### src/rtl/aes_pkg.sv
// Shared AES definitions: round constants, inverse S-box, GF(2^8) helpers,
// round-key slicing and the iterative decryptor FSM states.
package aes_pkg;

  localparam int NR   = 10;
  localparam int NK   = 4;
  localparam int RK_W = 128 * (NR + 1);

  typedef enum logic [1:0] {
    ST_IDLE  = 2'd0,
    ST_ROUND = 2'd1,
    ST_FINAL = 2'd2
  } dec_state_e;

  // Row-major 16x16 table, entry 0 at the MSBs.
  localparam logic [2047:0] INV_SBOX = {
    128'h52096ad53036a538bf40a39e81f3d7fb, 128'h7ce339829b2fff87348e4344c4dee9cb,
    128'h547b9432a6c2233dee4c950b42fac34e, 128'h082ea16628d924b2765ba2496d8bd125,
    128'h72f8f66486689816d4a45ccc5d65b692, 128'h6c704850fdedb9da5e154657a78d9d84,
    128'h90d8ab008cbcd30af7e45805b8b34506, 128'hd02c1e8fca3f0f02c1afbd0301138a6b,
    128'h3a9111414f67dcea97f2cfcef0b4e673, 128'h96ac7422e7ad3585e2f937e81c75df6e,
    128'h47f11a711d29c5896fb7620eaa18be1b, 128'hfc563e4bc6d279209adbc0fe78cd5af4,
    128'h1fdda8338807c731b11210592780ec5f, 128'h60517fa919b54a0d2de57a9f93c99cef,
    128'ha0e03b4dae2af5b0c8ebbb3c83539961, 128'h172b047eba77d626e169146355210c7d
  };

  function automatic logic [7:0] inv_sbox(input logic [7:0] b);
    return INV_SBOX[2047 - 8 * int'(b) -: 8];
  endfunction

  function automatic logic [7:0] xtime(input logic [7:0] b);
    return {b[6:0], 1'b0} ^ (b[7] ? 8'h1b : 8'h00);
  endfunction

  function automatic logic [7:0] gmul9(input logic [7:0] b);
    return xtime(xtime(xtime(b))) ^ b;
  endfunction

  function automatic logic [7:0] gmulb(input logic [7:0] b);
    return xtime(xtime(xtime(b))) ^ xtime(b) ^ b;
  endfunction

  function automatic logic [7:0] gmuld(input logic [7:0] b);
    return xtime(xtime(xtime(b))) ^ xtime(xtime(b)) ^ b;
  endfunction

  function automatic logic [7:0] gmule(input logic [7:0] b);
    return xtime(xtime(xtime(b))) ^ xtime(xtime(b)) ^ xtime(b);
  endfunction

  // 16:1 select; indices beyond NR yield zero.
  function automatic logic [127:0] rk(input logic [RK_W-1:0] bus, input logic [3:0] k);
    logic [127:0] sel;
    sel = '0;
    for (int j = 0; j <= NR; j++) begin
      if (k == 4'(j)) sel = bus[RK_W - 1 - 128 * j -: 128];
    end
    return sel;
  endfunction

endpackage

### src/rtl/aes_inv_round.sv
// One combinational AES inverse round: InvShiftRows, InvSubBytes, AddRoundKey,
// then InvMixColumns unless this is the last round.
module aes_inv_round
  import aes_pkg::*;
(
  input  logic [127:0] i_state,
  input  logic [127:0] i_key,
  input  logic         i_last,
  output logic [127:0] o_state
);

  logic [127:0] ark;
  logic [127:0] mixed;

  genvar gi;
  generate
    // Output byte (col c, row r) comes from input column (c - r) mod 4.
    for (gi = 0; gi < 16; gi++) begin : g_byte
      localparam int ROW = gi % 4;
      localparam int SRC = 4 * (((gi / 4) - ROW + 4) % 4) + ROW;
      assign ark[127 - 8 * gi -: 8] = inv_sbox(i_state[127 - 8 * SRC -: 8])
                                      ^ i_key[127 - 8 * gi -: 8];
    end

    for (gi = 0; gi < 4; gi++) begin : g_col
      logic [7:0] a0, a1, a2, a3;
      assign a0 = ark[127 - 32 * gi -: 8];
      assign a1 = ark[119 - 32 * gi -: 8];
      assign a2 = ark[111 - 32 * gi -: 8];
      assign a3 = ark[103 - 32 * gi -: 8];
      assign mixed[127 - 32 * gi -: 32] = {
        gmule(a0) ^ gmulb(a1) ^ gmuld(a2) ^ gmul9(a3),
        gmul9(a0) ^ gmule(a1) ^ gmulb(a2) ^ gmuld(a3),
        gmuld(a0) ^ gmul9(a1) ^ gmule(a2) ^ gmulb(a3),
        gmulb(a0) ^ gmuld(a1) ^ gmul9(a2) ^ gmule(a3)
      };
    end
  endgenerate

  assign o_state = i_last ? ark : mixed;

endmodule

### src/rtl/aes128_dec_iter.sv
// Iterative AES-128 decryptor: one inverse round per clock, 11 cycles per block,
// reading round keys directly from the shared key-schedule bus.
module aes128_dec_iter #(
  parameter int NR = 10
) (
  input  logic                   i_clk,
  input  logic                   i_rst_n,
  input  logic [128*(NR+1)-1:0]  i_round_keys,
  input  logic                   i_keys_valid,
  input  logic                   i_start,
  input  logic [127:0]           i_data,
  output logic                   o_busy,
  output logic                   o_done,
  output logic [127:0]           o_data
);
  import aes_pkg::*;

  dec_state_e   fsm_q, fsm_d;
  logic [3:0]   rnd_q, rnd_d;
  logic [127:0] state_q, state_d;
  logic [127:0] data_q, data_d;
  logic         done_q, done_d;
  logic [127:0] rnd_key;
  logic [127:0] rnd_out;

  // rnd reaches 0 on entry to FINAL, so the same mux supplies rk0 there.
  assign rnd_key = rk(i_round_keys, rnd_q);

  aes_inv_round u_round (
    .i_state (state_q),
    .i_key   (rnd_key),
    .i_last  (fsm_q == ST_FINAL),
    .o_state (rnd_out)
  );

  always_comb begin
    fsm_d   = fsm_q;
    rnd_d   = rnd_q;
    state_d = state_q;
    data_d  = data_q;
    done_d  = 1'b0;
    case (fsm_q)
      ST_IDLE: begin
        if (i_start && i_keys_valid) begin
          state_d = i_data ^ rk(i_round_keys, 4'(NR));
          rnd_d   = 4'(NR - 1);
          fsm_d   = ST_ROUND;
        end
      end
      ST_ROUND: begin
        state_d = rnd_out;
        rnd_d   = rnd_q - 4'd1;
        if (rnd_q == 4'd1) fsm_d = ST_FINAL;
      end
      ST_FINAL: begin
        data_d = rnd_out;
        done_d = 1'b1;
        fsm_d  = ST_IDLE;
      end
      default: fsm_d = ST_IDLE;
    endcase
  end

  always_ff @(posedge i_clk or negedge i_rst_n) begin
    if (!i_rst_n) begin
      fsm_q   <= ST_IDLE;
      rnd_q   <= 4'd0;
      state_q <= '0;
      data_q  <= '0;
      done_q  <= 1'b0;
    end else begin
      fsm_q   <= fsm_d;
      rnd_q   <= rnd_d;
      state_q <= state_d;
      data_q  <= data_d;
      done_q  <= done_d;
    end
  end

  assign o_busy = (fsm_q != ST_IDLE);
  assign o_done = done_q;
  assign o_data = data_q;

endmodule

### config.mk
export PLATFORM = sky130hd
export DESIGN_NAME = aes128_dec_iter
export DESIGN_NICKNAME = d
export VERILOG_FILES = /design/src/rtl/aes_pkg.sv /design/src/rtl/aes_inv_round.sv /design/src/rtl/aes128_dec_iter.sv
export SDC_FILE = /design/constraint.sdc
export NUM_CORES = 2
export LEC_CHECK = 0
export CELL_PAD_IN_SITES_DETAIL_PLACEMENT = 0
export CELL_PAD_IN_SITES_GLOBAL_PLACEMENT = 1
export CORE_AREA = 10 10 634 636
export DETAILED_ROUTE_END_ITERATION = 7
export DIE_AREA = 0 0 644 646
export GPL_TIMING_DRIVEN = 0
export HOLD_SLACK_MARGIN = 0.05
export PLACE_DENSITY_LB_ADDON = 0.15
export REMOVE_ABC_BUFFERS = 1
export SYNTH_ARGS = -nofsm -noshare
export SYNTH_HDL_FRONTEND = slang
export SYNTH_HIERARCHICAL = 1
export SYNTH_SLANG_ARGS = --single-unit
### constraint.sdc
create_clock -name i_clk -period 13.2 [get_ports i_clk]
set_input_delay 1.98 -clock i_clk [delete_from_list [all_inputs] [get_ports i_clk]]
set_output_delay 1.98 -clock i_clk [all_outputs]
set_load 0.02 [all_outputs]
# Word level (Yosys, flattened, before mapping)
# Cells that the tools add are included.
# word_totals
out_inout_bits	130
elab_cells	338
ff_bits	263
input_bits	1540
# classes
muxes	70
n_eq_ne	14
reduce_logical	7
shifts	16
n_addsub	17
n_bitwise	209
# op_table
operator	count
$shiftx 2055x32->8 const A	16
$mux 128	15
$xor 8x8->8	205
$pmux 128 s2	1
$mux 5	48
$sub 11x11->12 const A	16
$xor 128x128->128	1
$xor 8x5->8	3
$eq 4x3->1 const B	4
$eq 4x4->1 const B	3
$eq 4x2->1 const B	2
$pmux 4 s2	1
$eq 4x1->1 const B	1
$logic_not 4->1	1
$mux 2	2
$mux 4	1
$ne 2x2->1 const B	2
$pmux 2 s2	1
$reduce_and 2->1	2
$reduce_bool 2->1	2
$sub 4x1->4 const B	1
$eq 2x1->1 const B	1
$eq 2x2->1 const B	1
$logic_not 2->1	1
2 further kinds	2

# Depth between registers and ports, before layout
# logic_depth
depth_word	26
mapped_depth	24
mapped_depth_nobuf	19

# Cells and area by module
# The synthesis kept the hierarchy.
# by_module_without_submodules
mod	n_inst	area_each_um2	seq_area_each_um2	cells_per_inst
aes_inv_round	1	66183.5	0.0	9696
aes128_dec_iter	1	26038.7	6581.3	3844

# Least setup slack after synthesis
# OpenSTA, ideal clock, no wires.
# synth_timing
kind	input -> register
start	input i_round_keys[512]
end	register state_q[27]
n_path_buf	1
arrival_ps	5414
setup_time_ps	126
stages	15
required_ps	13074
path_slack_ps	7660
path_cell_list	a221oi_1 -> nor2_1 -> a21oi_1 -> nand4_1 -> a32o_1 -> or4b_2 -> nand2_1 -> or4_1 -> clkbuf_1 -> xor2_1 -> xnor2_1 -> xnor3_1 -> xnor2_1 -> mux2_2 -> a221o_1
# synth_between
elab_chain_cells	13
# synth_lines
element	line	text
start, declared	aes128_dec_iter.sv:8	input logic [128*(NR+1)-1:0] i_round_keys,
$mux 128 (5 in series)	aes_pkg.sv:56	if (k == 4'(j)) sel = bus[RK_W - 1 - 128 * j -: 128];
via rnd_key[0]	aes128_dec_iter.sv:23	logic [127:0] rnd_key;
$xor 8x8->8	aes_inv_round.sv:22	^ i_key[127 - 8 * gi -: 8];
$xor 8x8->8 (3 in series)	aes_pkg.sv:32	return {b[6:0], 1'b0} ^ (b[7] ? 8'h1b : 8'h00);
$xor 8x8->8	aes_pkg.sv:36	return xtime(xtime(xtime(b))) ^ b;
$xor 8x8->8	aes_inv_round.sv:32	gmule(a0) ^ gmulb(a1) ^ gmuld(a2) ^ gmul9(a3),
$mux 128	aes_inv_round.sv:40	assign o_state = i_last ? ark : mixed;
via rnd_out[27]	aes128_dec_iter.sv:24	logic [127:0] rnd_out;
$pmux 128 s2	aes128_dec_iter.sv:42	case (fsm_q)
end signal, assigned	aes128_dec_iter.sv:74	state_q <= state_d;
end, declared	aes128_dec_iter.sv:20	logic [127:0] state_q, state_d;
# The timed path passes the listed nets, and every way through them passes these cells.
# A chain may end at the register's enable or synchronous reset.

# Final worst setup path
# layout_timing
start	register state_q[41]
end	register state_q[108]
# layout_between
elab_chain_cells	13
elab_cells_between_ends	15
cone_classes	1 x add/sub; 1 x shift; 5 x mux; 8 x bitwise
# layout_lines
element	line	text
$sub 11x11->12 (*)	aes_pkg.sv:28	return INV_SBOX[2047 - 8 * int'(b) -: 8];
$shiftx 2055x32->8 (*)	aes_pkg.sv:28	
$xor 8x8->8 (*)	aes_inv_round.sv:22	
$xor 8x8->8	aes_pkg.sv:32	
$mux 5 or $xor 8x8->8 (tied branches)	aes_pkg.sv:32	
$xor 8x8->8 or $mux 5 (tied branches)	aes_pkg.sv:32	
$xor 8x8->8	aes_pkg.sv:32	
$xor 8x8->8 (2 in series)	aes_pkg.sv:48	return xtime(xtime(xtime(b))) ^ xtime(xtime(b)) ^ xtime(b);
$xor 8x8->8 (2 in series)	aes_inv_round.sv:34	gmuld(a0) ^ gmul9(a1) ^ gmule(a2) ^ gmulb(a3),
$mux 128 (*)	aes_inv_round.sv:40	
via rnd_out[108]	aes128_dec_iter.sv:24	
$pmux 128 s2 (*)	aes128_dec_iter.sv:42	
# The timed path passes the listed nets; every way through them passes the cells marked *.

==> out/metrics.cfg <==
[outcome]
status=finished, violations left
violations=max-capacitance violations, max-slew violations

[synthesis]
yosys.area.top_type_share_pct=7.136
yosysWarnings=6
synth-seq-cells=263
synth_edf_count=0
seq_area_frac_synth_pct=7.136
async_reset_ff_share_pct=100.0
synth_area_sq_mm=0.09222
avgSynthCellArea_sq_um=6.811
synth_cells=13540
synth_area_leaders=dfrtp_1 7.1%, nand2_1 7.0%, xnor2_1 6.6%
synth_flop_cell=dfrtp_1
synth_largest_area_cell=dfrtp_1
ys_types=124

[cts]
clk_pin_slew_ns=0.08
cts_buffer_depth=3
cts-root-buf=clkbuf_16
cts_sinks=263
postCtsHoldBufs=0
cts_tree=built
htree_levels=2
cts_buffers=48
postCtsSetupBuffers=0
insertion_delay_ns=0.77
cts_resized=0

[worst_hold_path]
hold_class=flip-flop to flip-flop
min_from=o_data[30]$_DFFE_PN0P_

[placed_design]
gp_routability_congestion=1.003
post-place-ws_ns=4.185
post-dp-hpwl_mm=624.3
io_buffers=1669
placed_area_sq_mm=0.1132

[finish]
drive_above_1_share_pct=6.222
final_common_cell=nand2_1
finalNetCount=15720
area_growth_pct=24.77
design_area_sq_mm=0.1151
fillCellCount=43010
final_cell_mix=1,717 x nand2_1, 1,668 x clkdlybuf4s50_1, 1,142 x a21oi_1, 890 x o21ai_0, 862 x nor2_1

[job]
maxCapViolCount=9

[grt]
grt_usage_pct=35.68
antenna_found_initial=229
grt_pass1_wl_mm=1058
grt_pass1_vias=113800
grt.overflow.total=0
grt_max_degree=108

[timing]
slew_headroom_pct=-10.46
rsz0062_at_grt=false
fin_tns_setup_ns=0
period_share_pct=72.46
setup_viol=0
setup_slack_ns=3.635
worst_hold_slack_ns=0.4730
clock_skew_ns=0.05219
maxClockFrequency_mhz=104.6
slew_viol_final=74
finalCriticalPeriod_ns=9.565
final_hold_viol_count=0
max_slew.worst_pin.slew_ns=1.646

[die]
io_pins=1670
dieHeight_um=646
die_area_sq_mm=0.4160
num_rows=229
dieWidth_um=644
initial_utilization_pct=23.74
core_area_sq_mm=0.3885

[critical_path]
max_stage_delay_ns=1.22
cp_slowest_cell=dfrtp_1
worst_setup_path_start_kind=flip-flop
path_max_fanout=27
worstPathRequired_ns=13.78
endpoint_kind=flip-flop
critPathLaunch=state_q[41]$_DFFE_PN0P_
cp_data_arrival_time_ns=10.14
timing.rr.start=state_q[41]$_DFFE_PN0P_
critPathKind=flip-flop to flip-flop
path_buf_inv=1
crit_family=compound AO/OA/AOI/OAI gates
crit_path_cell_trace=inv_1, ha_1, nand2_1, a311o_1, o311ai_1, o31ai_1, o22a_1, a211oi_2, xnor3_1, xnor2_1, xnor3_1, xnor2_1, mux2i_1, a21oi_1, o21ai_0

[detailed_routing]
wl_per_cell_um=41.50
wl_mm=798.7
first_pass_iters=8
drcViolationCount=0
via_per_inst=6.411
drt_iter0_drc=20220
num_vias=123400
ant_nets=0

cells in the mapped netlist (163+ instances only):
| library cell | n |
|---|---|
| nor3_1 | 292 |
| mux2i_1 | 163 |
| a221oi_1 | 250 |
| clkbuf_1 | 797 |
| inv_1 | 191 |
| xnor2_1 | 694 |
| a32oi_1 | 183 |
| a21oi_1 | 1143 |
| a211oi_1 | 191 |
| o21ai_0 | 903 |
| nor2b_1 | 312 |
| dfrtp_1 | 263 |
| buf_2 | 522 |
| nor2_1 | 866 |
| o211ai_1 | 212 |
| ha_1 | 273 |
| nand4_1 | 175 |
| a31oi_1 | 207 |
| nand2b_1 | 500 |
| xor2_1 | 209 |
| nand3_1 | 288 |
| a21o_1 | 176 |
| nand2_1 | 1719 |
| a311oi_1 | 173 |
| o22ai_1 | 201 |
path summary, 6_finish.rpt:
path / end / slack (ns) / cells after the start
worst max-delay path: state_q[108]$_DFFE_PN0P_ / 3.64 / 15
worst min-delay path: o_data[30]$_DFFE_PN0P_ / 0.47 / 2
worst max register to register: state_q[108]$_DFFE_PN0P_ / 3.64 / 15
worst min register to register: o_data[30]$_DFFE_PN0P_ / 0.47 / 2
max in group asynchronous: state_q[74]$_DFFE_PN0P_ / 10.84 / 2
min in group asynchronous: o_data[120]$_DFFE_PN0P_ / 1.15 / 1
registers in the layout, summed over array words and instances, names as in the netlist:
name / count
fsm_q: 2
o_data: 128
o_done: 1
rnd_q: 4
state_q: 128
final cells by class:
| cell class | count | area [sq um] | share of cell area [%] |
|---|---|---|---|
| Multi-Input combinational cell | 11510 | 78070 | 67.85 |
| Clock inverter | 32 | 312.8 | 0.2719 |
| Clock buffer | 58 | 1279 | 1.111 |
| Timing Repair Buffer | 1863 | 21030 | 18.28 |
| Sequential cell | 263 | 6764 | 5.879 |
| Tap cell | 5197 | 6502 | 5.651 |
| Inverter | 221 | 849.6 | 0.7383 |
| Antenna cell | 101 | 252.7 | 0.2197 |
worst register-to-register path, cell delays in order (launching register included):
cell and delay (ns):
dfrtp_1 1.22, inv_1 0.71, ha_1 1.09, nand2_1 0.47, a311o_1 0.47, o311ai_1 0.09
o31ai_1 0.17, o22a_1 0.21, a211oi_2 1.13, xnor3_1 0.79, xnor2_1 0.46, xnor3_1 0.39
xnor2_1 0.80, mux2i_1 0.60, a21oi_1 0.65, o21ai_0 0.15
per-layer routing:
layer  part of all wire (%)  up-vias  GRT usage [%]
met5                  0.068        -              0
met4                    5.3       86          15.42
met3                     11     1277          11.10
met2                     42     8681          53.68
met1                     41    61600          46.77
li1                       -    51750              -
stage by stage:
step	cells	util [%]
2_1_floorplan	12000	-
3_3_place_gp	18860	27.90
3_5_place_dp	19050	29.13
4_1_cts	19140	29.54
5_1_grt	19190	29.58
6_report	19250	29.62
kinds of logic after synthesis:
group	count (synthesis)	synth area share [%]
AO/OA/AOI/OAI	5056	38.25
AND/OR/NAND/NOR	4781	25.09
buffers and inverters	1764	8.504
XOR/XNOR	1055	11.88
multiplexers	348	5.436
adder cells (fa/ha/maj)	273	3.704
flip-flops	263	7.136
Power is left out: the tool's default activity adds up to more than one toggle a clock period on the data nets, which glitch-free logic cannot reach.
